### config.mk
export PLATFORM = sky130hd
export DESIGN_NAME = apb_completer
export DESIGN_NICKNAME = d
export VERILOG_FILES = /design/src/rtl/apb_completer.sv
export SDC_FILE = /design/constraint.sdc
export NUM_CORES = 1
export LEC_CHECK = 0
export CAP_MARGIN = 30
export CORE_MARGIN = 5
export CORE_UTILIZATION = 38
export CTS_CLUSTER_SIZE = 14
export DETAILED_ROUTE_END_ITERATION = 10
export GPL_TIMING_DRIVEN = 0
export PLACE_DENSITY = 0.57
export REMOVE_ABC_BUFFERS = 1
export SLEW_MARGIN = 40
export SYNTH_ARGS = -nofsm -noshare
export SYNTH_HDL_FRONTEND = slang
export SYNTH_SLANG_ARGS = --single-unit
### constraint.sdc
create_clock -name pclk -period 2.9 [get_ports pclk]
set_clock_uncertainty 0.2 [all_clocks]
set_input_delay 0.435 -clock pclk [delete_from_list [all_inputs] [get_ports pclk]]
set_output_delay 0.435 -clock pclk [all_outputs]
set_load 0.01 [all_outputs]
### src/rtl/apb_completer.sv
// -----------------------------------------------------------------------------
// apb_completer
//
// APB completer with a small register file, a configurable number of wait
// states, and a read-only transfer counter in the top register slot.
//
// Address map (byte addresses, word aligned):
//   4*i, i = 0 .. NUM_REGS-2  : read/write registers (register 0 drives ctrl_o)
//   4*(NUM_REGS-1)            : read-only count of completed transfers
//
// Parameters:
//   ADDR_WIDTH  : width of paddr (at least 2)
//   DATA_WIDTH  : width of pwdata, prdata and every register
//   NUM_REGS    : number of registers, minimum 2
//   WAIT_CYCLES : wait states inserted before pready, 0..15
//
// Ports:
//   pclk     in   clock, all state changes on the rising edge
//   presetn  in   asynchronous active-low reset
//   psel     in   completer selected
//   penable  in   access phase indicator
//   pwrite   in   1 = write, 0 = read
//   paddr    in   byte address
//   pwdata   in   write data
//   pready   out  transfer completes this cycle
//   prdata   out  read data, zero unless pready=1 on a valid read
//   pslverr  out  error response, zero unless pready=1
//   ctrl_o   out  current value of register 0
// -----------------------------------------------------------------------------
module apb_completer #(
  parameter int ADDR_WIDTH  = 8,
  parameter int DATA_WIDTH  = 32,
  parameter int NUM_REGS    = 8,
  parameter int WAIT_CYCLES = 1
) (
  input  logic                  pclk,
  input  logic                  presetn,
  input  logic                  psel,
  input  logic                  penable,
  input  logic                  pwrite,
  input  logic [ADDR_WIDTH-1:0] paddr,
  input  logic [DATA_WIDTH-1:0] pwdata,
  output logic                  pready,
  output logic [DATA_WIDTH-1:0] prdata,
  output logic                  pslverr,
  output logic [DATA_WIDTH-1:0] ctrl_o
);

  // Register index width; the index is taken from address bits [IDX_W+1:2].
  localparam int IDX_W = (NUM_REGS > 2) ? $clog2(NUM_REGS) : 1;
  // Address is zero-extended to at least 33 bits so that 4*NUM_REGS can be
  // compared without truncation, whatever ADDR_WIDTH is.
  localparam int EXT_W = (ADDR_WIDTH > 32) ? ADDR_WIDTH + 1 : 33;

  typedef enum logic [1:0] {
    IDLE_ST = 2'd0,
    WAIT_ST = 2'd1,
    RESP_ST = 2'd2
  } state_e;

  state_e                  state_q, state_d;
  logic [3:0]              wait_cnt_q, wait_cnt_d;
  logic [ADDR_WIDTH-1:0]   addr_q, addr_d;
  logic                    write_q, write_d;
  logic [DATA_WIDTH-1:0]   wdata_q, wdata_d;
  logic [DATA_WIDTH-1:0]   xfer_cnt_q, xfer_cnt_d;

  logic                    setup;
  logic [EXT_W-1:0]        addr_ext;
  logic [IDX_W-1:0]        idx;
  logic                    misaligned;
  logic                    out_of_range;
  logic                    ro_write;
  logic                    err;
  logic                    complete;
  logic                    wr_fire;
  logic [DATA_WIDTH-1:0]   rd_word;

  // Read/write register contents, one packed slice per register.
  logic [NUM_REGS-2:0][DATA_WIDTH-1:0] rw_words;

  // A setup phase is only recognised from IDLE; psel+penable seen in IDLE
  // without a preceding setup is ignored.
  assign setup = (state_q == IDLE_ST) && psel && !penable;

  // ---------------------------------------------------------------------------
  // FSM: state register
  // ---------------------------------------------------------------------------
  always_ff @(posedge pclk or negedge presetn) begin
    if (!presetn) begin
      state_q <= IDLE_ST;
    end else begin
      state_q <= state_d;
    end
  end

  // ---------------------------------------------------------------------------
  // FSM: next-state logic
  // ---------------------------------------------------------------------------
  always_comb begin
    state_d = state_q;
    unique case (state_q)
      IDLE_ST: begin
        if (setup) begin
          state_d = (WAIT_CYCLES > 0) ? WAIT_ST : RESP_ST;
        end
      end
      WAIT_ST: begin
        if (!psel) begin
          state_d = IDLE_ST;
        end else if (wait_cnt_q <= 4'd1) begin
          // The counter reaches zero on this edge.
          state_d = RESP_ST;
        end
      end
      RESP_ST: begin
        state_d = IDLE_ST;
      end
      default: begin
        state_d = IDLE_ST;
      end
    endcase
  end

  // ---------------------------------------------------------------------------
  // FSM: outputs. prdata/pslverr are forced to zero outside RESP_ST so the bus
  // never sees stale data, and they fall to zero as soon as reset asserts.
  // ---------------------------------------------------------------------------
  always_comb begin
    pready  = 1'b0;
    pslverr = 1'b0;
    prdata  = '0;
    if (state_q == RESP_ST) begin
      pready  = 1'b1;
      pslverr = err;
      prdata  = (!write_q && !err) ? rd_word : '0;
    end
  end

  // ---------------------------------------------------------------------------
  // Wait counter and setup-phase capture. Address, direction and data are held
  // from the setup cycle so later bus changes cannot affect the transfer.
  // ---------------------------------------------------------------------------
  always_comb begin
    wait_cnt_d = wait_cnt_q;
    addr_d     = addr_q;
    write_d    = write_q;
    wdata_d    = wdata_q;
    unique case (state_q)
      IDLE_ST: begin
        if (setup) begin
          wait_cnt_d = 4'(WAIT_CYCLES);
          addr_d     = paddr;
          write_d    = pwrite;
          wdata_d    = pwdata;
        end
      end
      WAIT_ST: begin
        wait_cnt_d = psel ? (wait_cnt_q - 4'd1) : 4'd0;
      end
      default: begin
        wait_cnt_d = 4'd0;
      end
    endcase
  end

  always_ff @(posedge pclk or negedge presetn) begin
    if (!presetn) begin
      wait_cnt_q <= 4'd0;
      addr_q     <= '0;
      write_q    <= 1'b0;
      wdata_q    <= '0;
    end else begin
      wait_cnt_q <= wait_cnt_d;
      addr_q     <= addr_d;
      write_q    <= write_d;
      wdata_q    <= wdata_d;
    end
  end

  // ---------------------------------------------------------------------------
  // Address decode and error flag, all from the captured setup values.
  // ---------------------------------------------------------------------------
  assign addr_ext     = EXT_W'(addr_q);
  assign idx          = addr_ext[2 +: IDX_W];
  assign misaligned   = (addr_ext[1:0] != 2'b00);
  assign out_of_range = (addr_ext >= EXT_W'(4 * NUM_REGS));
  assign ro_write     = write_q && (idx == IDX_W'(NUM_REGS - 1));
  assign err          = misaligned || out_of_range || ro_write;

  // A transfer counts as completed whenever psel is still high in RESP_ST;
  // the register write additionally needs penable and a clean decode.
  assign complete = (state_q == RESP_ST) && psel;
  assign wr_fire  = complete && penable && write_q && !err;

  // ---------------------------------------------------------------------------
  // Read/write registers
  // ---------------------------------------------------------------------------
  genvar gi;
  generate
    for (gi = 0; gi < NUM_REGS - 1; gi++) begin : g_rw_reg
      logic [DATA_WIDTH-1:0] reg_q, reg_d;

      assign reg_d = (wr_fire && (idx == IDX_W'(gi))) ? wdata_q : reg_q;

      always_ff @(posedge pclk or negedge presetn) begin
        if (!presetn) begin
          reg_q <= '0;
        end else begin
          reg_q <= reg_d;
        end
      end

      assign rw_words[gi] = reg_q;
    end
  endgenerate

  assign ctrl_o = rw_words[0];

  // ---------------------------------------------------------------------------
  // Transfer counter in the top register slot. Wraps naturally at the data
  // width. A read of this slot sees the value before its own increment because
  // prdata is driven from the current register value during RESP_ST.
  // ---------------------------------------------------------------------------
  assign xfer_cnt_d = complete ? (xfer_cnt_q + 1'b1) : xfer_cnt_q;

  always_ff @(posedge pclk or negedge presetn) begin
    if (!presetn) begin
      xfer_cnt_q <= '0;
    end else begin
      xfer_cnt_q <= xfer_cnt_d;
    end
  end

  // ---------------------------------------------------------------------------
  // Read mux. Indices beyond NUM_REGS-1 are always out of range and never
  // reach prdata, so the counter is a safe default.
  // ---------------------------------------------------------------------------
  always_comb begin
    rd_word = xfer_cnt_q;
    for (int i = 0; i < NUM_REGS - 1; i++) begin
      if (idx == IDX_W'(i)) begin
        rd_word = rw_words[i];
      end
    end
  end

endmodule

== After elaboration in Yosys (flattened, before gate mapping) ==
Cells that the tools add are included.

* Latch bits: 0
* Memories kept: 0
* Logic and storage cells: 71
* Bits in read-only memories: 0
* Register bits after elaboration: 303
* Bits in writable memories: 0

* Mux-type cells: 18
* Reduce and logical (&&, ||, !) cells: 25
* $mul: 0
* $lt $le $gt $ge: 2
* Add/subtract/negate cells: 2
* Shift-type cells: 0
* Eq/ne operators: 11
* Bitwise gates (word level): 0
* Div/mod/pow operators: 0

{| class="wikitable"
|+ Operators with widths
! cell !! count
|-
| $mux 32 || 9
|-
| $add 32x1->32 const B || 1
|-
| $logic_and 1x1->1 || 15
|-
| $eq 3x3->1 const B || 4
|-
| $ge 8x6->1 const B || 1
|-
| $mux 4 || 2
|-
| $pmux 4 s2 || 1
|-
| $eq 3x2->1 const B || 2
|-
| $mux 2 || 3
|-
| $le 4x1->1 const B || 1
|-
| $pmux 2 s2 || 1
|-
| $reduce_and 2->1 || 2
|-
| $sub 4x1->4 const B || 1
|-
| $eq 3x1->1 const B || 1
|-
| $logic_not 1->1 || 3
|-
| $logic_not 3->1 || 1
|-
| $ne 3x3->1 const B || 1
|-
| $eq 2x1->1 const B || 1
|-
| $eq 2x2->1 const B || 1
|-
| $logic_not 2->1 || 1
|-
| $logic_or 1x1->1 || 2
|-
| $mux 1 || 2
|-
| $ne 2x2->1 const B || 1
|-
| $reduce_bool 2->1 || 1
|}

== Logic depth before layout (Yosys ltp) ==
* Word-level depth: 10
* Mapped depth: 7

== Worst setup path after synthesis ==
Ideal clock, no wire load.

* Path kind: reg2out
* Start: reg addr_q[4]
* End: out prdata[21]
* Setup slack: 0.306 ns
* Path buffers: 3
* Stages on the path, launching flop included: 8
* Arrival time: 1.959 ns
* Cells stage by stage: dfrtp_1 -> clkbuf_1 -> nor2b_1 -> clkbuf_1 -> buf_1 -> a22o_1 -> a21oi_1 -> a311oi_1

* Longest elaborated chain between the ends: 10
* Elaborated cells on any way between the ends: 23
* Those cells by class: order compare: 1; eq/ne: 7; mux: 9; reduce/logical: 6

{| class="wikitable"
|+ RTL lines
! element !! RTL line !! source
|-
| start: declaration || 63 || <nowiki>logic [ADDR_WIDTH-1:0] addr_q, addr_d;</nowiki>
|-
| start signal: assignment || 175 || <nowiki>addr_q <= addr_d;</nowiki>
|-
| $logic_not 3->1 || 242 || <nowiki>if (idx == IDX_W'(i)) begin</nowiki>
|-
| $mux 32 (7 in a row) || 242 ||
|-
| $mux 32 (*) || 136 || <nowiki>prdata = (!write_q && !err) ? rd_word : '0;</nowiki>
|-
| $mux 32 (*) || 133 || <nowiki>if (state_q == RESP_ST) begin</nowiki>
|-
| end: declaration || 44 || <nowiki>output logic [DATA_WIDTH-1:0] prdata,</nowiki>
|}

Mark *: on every way between the ends. The rest lies on a longest branch, timed or not.

== Worst setup path after layout ==
* Start: reg addr_q[2]
* End: out prdata[16]

Same word-level chain as after synthesis.

==> qor.csv <==
metric,value,unit
period_share,1.07,
synth.avg_cell_area,12.1,um2
path_max_fanout,6,
core,37400,um2
numClockSinks,303,
end_kind,primary output,
grt.overflow.total,0,
vias_per_cell,5.43,
multi_input_area,7130,um2
final_common_cell,dfrtp_1,
synth_flop_cell,dfrtp_1,
p_leak,8.52,nW
violations,negative setup slack,
initial_utilization,0.382,
seq_power_share,0.375,
p_sw_frac,0.339,
grt_antenna_before_repair,0,
r2r_start,addr_q[0]$_DFFE_PN0P_,
utilization,0.506,
ys_seq_area_frac,0.531,
rows,71,
grt_use_total,0.196,
drt_first_iter_violations,643,
die_area,41600,um2
synth.distinct_cells,48,
yosysWarningCount,0,
synthArstFlopShare,1.00,
hold_viol,0,
power.density,728,nW/um2
vdd_drop_max,0.000369,V
arrival,2.47,ns
setup_ws,-0.201,ns
gp_congestion,0.732,
critPathLaunchType,register,
drc,0,
clk_latency,0.51,ns
syn_area,14300,um2
grt_max_degree,61,
dp_hpwl,24100,um
power_switching,4.67,mW
slew_viol_final,0,
antenna_cells,0,
synth_edf_count,0,
finalNetCount,1399,
placed_cells_incl_taps,1760,
maxSlewHeadroom,0.527,
wl_per_cell,21.9,um
fin_crit,3.10,ns
p_int,9.12,mW
finalSetupViolCount,32,
regArea,7590,um2
worst_pin_slew,0.708,ns
ant_nets,0,
p_comb_frac,0.306,
cts_tree,done,
vias,10235,
die_w,204,um
clk_path_buf_depth,3,
grt_pass1_vias,10663,
crit_start,addr_q[2]$_DFFE_PN0P_,
area_growth,32.6,%
maxCapViolCount,0,
wirelength,41400,um
hold_path.class,in -> async,
drive_above_1_share,0.388,
htreeDepth,2,
power_frac_clock,0.319,
grt_pass1_wl,63700,um
drtPass1Iterations,4,
fmax,322,MHz
clk_pin_slew,0.06,ns
io_pins,111,
synth-seq-cells,303,
port_buffers,110,
cts_buffers,35,
root_buffer,clkbuf_16,
die_h,204,um
final_cell_mix,"dfrtp_1 (300), mux2_2 (263), clkdlybuf4s50_1 (76)",
nFillCells,3260,
synthCells,1185,
final_cells,1886,
grt_setup_unrepaired,yes,
worstPathRequired,2.27,ns
outcome,"finished, violations left",
critical_path_class,reg -> out,
layer usage:
layer  GRT usage  up-vias  share of wire  routed length [um]
met4      0.0513        0          0.022                 901
met5           0        -              0                   0
li1            -     4688              -                   -
met1       0.274     5306           0.46               19200
met3      0.0275       62          0.036                1480
met2       0.322      179           0.48               19800
synthesized netlist by cell type (5+ instances only):
cell type  instances  area (um2)
dfrtp_1          303        7580
mux2_2           263        2960
nor2_1            78         293
a21oi_1           64         320
nand2_1           50         188
clkbuf_1          49         184
nor2b_1           35         219
o21ai_0           35         175
mux2i_1           32         320
a22o_1            29         254
a311oi_1          29         254
a31oi_1           29         181
o211ai_1          29         218
xnor2_1           27         236
buf_2             18        90.1
nand4_1           17         106
nand3_1           13        65.1
nor3_1             9        45.0
inv_1              8        30.0
buf_1              6        22.5
nand2b_1           6        37.5
xor2_1             6        52.6
and3_1             5        31.3
kinds of logic (layout without fill, tap and decap cells):
family / count (synthesis) / in the layout / share of synthesized area
simple gates: 233 / 239 / 0.0820
compound gates: 228 / 228 / 0.106
mux: 297 / 297 / 0.231
xor+xnor: 33 / 33 / 0.0202
buf+inv: 88 / 272 / 0.0272
fa+ha+maj: 3 / 3 / 0.00263
flops: 303 / 303 / 0.531
final cells by class:
type	instances	share of cell area
clock buffers	55	0.0583
repair buffers	203	0.125
well taps	511	0.0338
inverters	8	0.00159
flip-flops and latches	303	0.401
clock inverters	6	0.00304
multi-input cells	800	0.377
through the flow:
step	worst slack (ns)	cell area [um2]	power (mW)	setup TNS, ns	hold slack, ns
after global placement	-12.39	15700	7.59	-5357.61	0.282
after CTS	-0.262	18600	13.6	-5.67	0.181
after detailed placement	-1.03	16400	8.07	-151.95	0.135
after floorplan	-2.52	13900	6.60	-577.58	-0.0606
after global routing	-0.265	18900	14.4	-6.94	0.232
final	-0.201	18900	13.8	-4.38	0.194
registers in the layout, indices dropped and copies added, names as in the netlist:
register	cells
ctrl_o	32
wait_cnt_q	4
g_rw.reg_q	192
wdata_q	32
xfer_cnt_q	32
write_q	1
state_q	2
addr_q	8
power groups by stage:
stage,sequential [mW],clock (mW),combinational [mW]
3_5_place_dp,5.39,0,2.67
6_report,5.17,4.40,4.22
5_1_grt,5.24,4.66,4.49
4_1_cts,5.16,4.50,3.97
3_3_place_gp,5.79,0,1.80
2_1_floorplan,5.35,0,1.25
worst max-delay path: stages, from the launching register on:
cell	delay (ns)
dfrtp_4	0.53
buf_16	0.15
nand2b_4	0.14
nor2_4	0.12
clkbuf_16	0.19
buf_16	0.16
a31oi_4	0.10
a311oi_4	0.34
buf_2	0.20
worst paths after layout:
path | to | slack (ns) | depth (start not counted)
worst max-delay path | prdata[16] | -0.20 | 8
worst min-delay path | wdata_q[6]$_DFFE_PN0P_ | 0.19 | 2
worst max register to register | ctrl_o[25]$_DFFE_PN0P_ | 0.13 | 8
worst min register to register | xfer_cnt_q[31]$_DFFE_PN0P_ | 0.30 | 1
max in group asynchronous | g_rw_reg[6].reg_q[29]$_DFFE_PN0P_ | 1.07 | 5
min in group pclk | xfer_cnt_q[31]$_DFFE_PN0P_ | 0.30 | 1
what timing repair did:
item,4_1_cts,5_1_grt
resized for setup,212,42
hold endpoints to repair,135,0
gates cloned,10,2
hold buffers,1,0
pin swaps,38,34
setup buffers,45,8
endpoints found under the setup margin,189,32
Power figures use the tool's default switching activity.
